## config.mk

```make
export PLATFORM = sky130hd
export DESIGN_NAME = count_seq_arbiter
export DESIGN_NICKNAME = d
export VERILOG_FILES = /design/src/rtl/count_seq_arbiter.sv
export SDC_FILE = /design/constraint.sdc
export NUM_CORES = 1
export LEC_CHECK = 0
export ABC_AREA = 0
export CAP_MARGIN = 5
export CORE_ASPECT_RATIO = 1.25
export CORE_UTILIZATION = 45
export CTS_BUF_LIST = sky130_fd_sc_hd__clkbuf_4 sky130_fd_sc_hd__clkbuf_8 sky130_fd_sc_hd__clkbuf_16
export DETAILED_ROUTE_END_ITERATION = 12
export PLACE_DENSITY = 0.77
export SLEW_MARGIN = 5
export SYNTH_ARGS = -nofsm -noshare
export SYNTH_HDL_FRONTEND = slang
export SYNTH_SLANG_ARGS = --single-unit
```

## constraint.sdc

```tcl
create_clock -name clk -period 1.9 [get_ports clk]
set_input_delay 0.285 -clock clk [delete_from_list [all_inputs] [get_ports clk]]
set_output_delay 0.285 -clock clk [all_outputs]
set_load 0.02 [all_outputs]
```

## src/rtl/count_seq_arbiter.sv

```systemverilog
// rtl/count_seq_arbiter.sv - round-robin arbiter sequencing a shared up-counter (optional SEQ_PAUSE_EN)
// Two requesters each ask for a 0..len count run; the grant, count and done pulse are all registered.
module count_seq_arbiter #(
    parameter int WIDTH = 4
) (
    input  logic             clk,
    input  logic             reset,
    input  logic             req0,
    input  logic [WIDTH-1:0] len0,
    input  logic             req1,
    input  logic [WIDTH-1:0] len1,
    input  logic             abort,
`ifdef SEQ_PAUSE_EN
    input  logic             pause,
`endif
    output logic             gnt0,
    output logic             gnt1,
    output logic             busy,
    output logic [WIDTH-1:0] count,
    output logic             done0,
    output logic             done1
);

    typedef enum logic [1:0] {
        IDLE = 2'd0,
        RUN  = 2'd1,
        DONE = 2'd2
    } state_t;

    localparam logic [WIDTH-1:0] ONE = {{(WIDTH-1){1'b0}}, 1'b1};

    state_t           state_q;
    logic [WIDTH-1:0] count_q;
    logic [WIDTH-1:0] target_q;
    logic             owner_q;
    logic             last_q;
    logic             gnt0_q;
    logic             gnt1_q;
    logic             busy_q;
    logic             done0_q;
    logic             done1_q;

    logic             winner_d;
    logic             freeze_d;

    // On a tie the requester that did not own the previous job wins.
    always_comb begin
        winner_d = (req0 && req1) ? ~last_q : req1;
`ifdef SEQ_PAUSE_EN
        freeze_d = pause;
`else
        freeze_d = 1'b0;
`endif
    end

    always_ff @(posedge clk) begin
        if (reset) begin
            state_q  <= IDLE;
            count_q  <= '0;
            target_q <= '0;
            owner_q  <= 1'b0;
            last_q   <= 1'b1;
            gnt0_q   <= 1'b0;
            gnt1_q   <= 1'b0;
            busy_q   <= 1'b0;
            done0_q  <= 1'b0;
            done1_q  <= 1'b0;
        end else begin
            case (state_q)
                IDLE: begin
                    count_q <= '0;
                    done0_q <= 1'b0;
                    done1_q <= 1'b0;
                    if (req0 || req1) begin
                        state_q  <= RUN;
                        target_q <= winner_d ? len1 : len0;
                        owner_q  <= winner_d;
                        gnt0_q   <= ~winner_d;
                        gnt1_q   <= winner_d;
                        busy_q   <= 1'b1;
                    end
                end
                RUN: begin
                    // abort beats both pause and the terminal check
                    if (abort) begin
                        state_q <= IDLE;
                        count_q <= '0;
                        gnt0_q  <= 1'b0;
                        gnt1_q  <= 1'b0;
                        busy_q  <= 1'b0;
                        last_q  <= owner_q;
                    end else if (!freeze_d) begin
                        if (count_q == target_q) begin
                            state_q <= DONE;
                            done0_q <= ~owner_q;
                            done1_q <= owner_q;
                        end else begin
                            count_q <= count_q + ONE;
                        end
                    end
                end
                DONE: begin
                    state_q <= IDLE;
                    count_q <= '0;
                    gnt0_q  <= 1'b0;
                    gnt1_q  <= 1'b0;
                    busy_q  <= 1'b0;
                    done0_q <= 1'b0;
                    done1_q <= 1'b0;
                    last_q  <= owner_q;
                end
                default: begin
                    state_q <= IDLE;
                    count_q <= '0;
                    gnt0_q  <= 1'b0;
                    gnt1_q  <= 1'b0;
                    busy_q  <= 1'b0;
                    done0_q <= 1'b0;
                    done1_q <= 1'b0;
                end
            endcase
        end
    end

    assign gnt0  = gnt0_q;
    assign gnt1  = gnt1_q;
    assign busy  = busy_q;
    assign count = count_q;
    assign done0 = done0_q;
    assign done1 = done1_q;

endmodule
```

==> flow_metrics.py, run 1 <==
metrics = {
    "worst_setup_path": {
        "end_kind": "register",
        "cp_top_family": "simple AND/OR/NAND/NOR gates",
        "crit_buf_inv": 0,
        "crit_path_cell_trace": "xor2_1 -> or4_1 -> or3_1 -> a21oi_1",
        "worstPathArrival_ns": 1.94,
        "path_max_fanout": 6,
        "cpMaxStageDelayCell": "or4_1",
        "max_stage_delay_ns": 0.65,
        "critPathLaunchType": "register",
        "required_ns": 2.13,
        "criticalPathCategory": "register to register",
    },
    "routing": {
        "drt_iter0_drc": 12,
        "vias_per_cell": 5.385,
        "drtPass1Iterations": 4,
        "drc_errors": 0,
        "vias": 700,
        "drt_wl_total_um": 1445,
        "ant_nets": 0,
        "wl_per_cell_um": 11.12,
    },
    "timing": {
        "slew_violations": 0,
        "rsz0062_at_grt": "false",
        "worstMarginPinSlew_ns": 0.4474,
        "setup_tns_ns": 0,
        "fin_skew_ns": 0.003208,
        "worst_slew_margin_rel_pct": 69.99,
        "finalCritPeriodShare_pct": 90.17,
        "fmax_mhz": 583.7,
        "setup_viol": 0,
        "hold_violations": 0,
        "min_period_ns": 1.713,
    },
    "cts": {
        "cts_sinks": 17,
        "clkTransAtPathRegs_ns": 0.09,
        "cts_max_path_buffers": 2,
        "root_buffer": "clkbuf_4",
        "ctsResizeCount": 0,
        "cts_buffers": 3,
        "cts_tree": "yes",
        "cts_setup_buffers": 0,
        "htree_levels": 1,
        "cts_hold_buffers": 0,
        "clk_latency_ns": 0.29,
    },
    "pwr": {
        "ir_worst_vdd_uv": 558.0,
        "p_leak_nw": 0.4003,
        "p_total_uw": 887.2,
        "p_per_area_nw_per_um2": 849.2,
    },
    "global_routing": {
        "globalRouteOverflowTotal": 0,
        "grt_pass1_vias": 573,
        "grt_max_degree": 11,
        "grt_pass1_wl_um": 2380,
        "antenna_found_initial": 0,
        "grtUsageTotal_pct": 18.40,
    },
    "layout": {
        "final_cells": 130,
        "layout.nets": 127,
        "areaGrowthSynthToFinish_pct": 38.70,
        "post-route-util_pct": 66.91,
        "drive_gt1_share_pct": 9.821,
        "diodes": 0,
    },
    "placed_design": {
        "place_congestion": 0.7124,
        "dp_hpwl_um": 1121,
        "placed_cells": 126,
        "io_buffers": 21,
    },
    "logic_synthesis": {
        "syn_area_um2": 753.2,
        "yosysSeqAreaShare_pct": 45.18,
        "synth_edf_count": 0,
        "yosys_register_bits": 17,
        "postSynth.asyncResetShare_pct": 0,
        "synth.avg_cell_area_um2": 8.967,
        "yosys_warnings": 0,
        "syn-num-nets": 98,
        "synth_cell_type_count": 27,
        "synth_flop_cell": "dfxtp_1",
        "synthCells": 84,
    },
    "floorplan": {
        "ioPinCount": 22,
        "dieArea_um2": 1843,
        "dieHeight_um": 47.74,
        "start_util_pct": 48.24,
        "core-area_um2": 1562,
        "die_w_um": 38.60,
        "std_cell_rows": 16,
    },
    "hold_path": {
        "holdCritPathClass": "register to register",
    },
    "job": {
        "max-cap-violations": 0,
    },
    "outcome": {
        "outcome": "completed",
    },
}
## flip-flops by register name, summed over array words and instances, names as in the netlist
| signal | cells |
|---|---|
| busy | 1 |
| owner_q | 1 |
| count | 4 |
| last_q | 1 |
| gnt0 | 1 |
| done0 | 1 |
| state_q | 2 |
| gnt1 | 1 |
| target_q | 4 |
| done1 | 1 |
## power by group
| part | switching [mW] | internal [mW] |
|---|---|---|
| Combinational | 0.124 | 0.131 |
| Clock | 0.109 | 0.0959 |
| Sequential | 0.0316 | 0.396 |
| Total | 0.265 | 0.622 |
## area by class of cell
| cell class | count | area, um2 |
|---|---|---|
| Multi-Input combinational cell | 64 | 400.4 |
| Clock buffer | 4 | 30.03 |
| Sequential cell | 17 | 340.3 |
| Inverter | 1 | 3.754 |
| Tap cell | 18 | 22.52 |
| Fill cell | 130 | 516.7 |
| Timing Repair Buffer | 26 | 247.7 |
## path summary, 6_finish.rpt
check	end	startpoint	cells past startpoint	slack, ns
worst min-delay path	busy	busy	2	0.47
worst max register to register	done0	count[1]	4	0.19
worst min register to register	busy	busy	2	0.47
worst max-delay path	done0	count[1]	4	0.19
## per-stage QoR
stage	hold WS, ns	instance area, um2	setup WS (ns)
2_1_floorplan	0.4460	753.2	0.1690
3_3_place_gp	0.4501	1015	0.1792
3_5_place_dp	0.4487	1015	0.1068
4_1_cts	0.4738	1045	0.1816
5_1_grt	0.5038	1045	0.07080
6_report	0.4701	1045	0.1867
## logic make-up after synthesis
logic type,Yosys count,synth area share [%]
adder cells (fa/ha/maj),1,1.661
AND/OR/NAND/NOR,29,19.93
buffers and inverters,3,1.660
flip-flops,17,45.18
XOR/XNOR,5,5.814
multiplexers,5,6.645
AO/OA/AOI/OAI,24,19.10
## tightest hold or removal path, cell delays in order, from the launching register on
cell	delay [ns]
dfxtp_1	0.34
nand2_1	0.04
o21ai_0	0.06
## metal layers
layer / vias up / part of all wire (%) / routed length [um] / global-route usage, %
met2: 24 / 48 / 691 / 29.67
met1: 314 / 45 / 656 / 24.28
met5: - / 0 / 0 / 0
met4: 0 / 2.0 / 29 / 8.276
li1: 357 / - / - / -
met3: 5 / 4.7 / 68 / 2.791
## cell usage after synthesis, drive strengths merged (2+ instances only)
cell type | count | area (um2)
nand2 | 4 | 15.01
mux2i | 5 | 50.05
nor2 | 9 | 33.78
dfxtp | 17 | 340.3
or3 | 4 | 25.02
nand2b | 3 | 18.77
o21ai | 6 | 30.03
nor3 | 2 | 10.01
a21oi | 9 | 45.04
xor2 | 4 | 35.03
a211oi | 5 | 37.54
## cell usage in the layout (no fill, tap or decap), types with 2 or more instances in the layout
cell,instances
clkbuf_4,4
nor3_1,2
o21ai_0,6
a21oi_1,9
dfxtp_1,17
a211oi_1,5
clkdlybuf4s50_1,21
nand2_1,4
nor2_1,9
nand2b_1,3
buf_4,5
or3_1,4
xor2_1,4
mux2i_1,5
Note: power is estimated with default switching activity, not from simulation.
==> run 2: changes to the inputs <==
HOLD_SLACK_MARGIN = 0.02   (was unset)
==> results of run 2 <==
Final layout, timing and power as in run 1 (identical DEF).
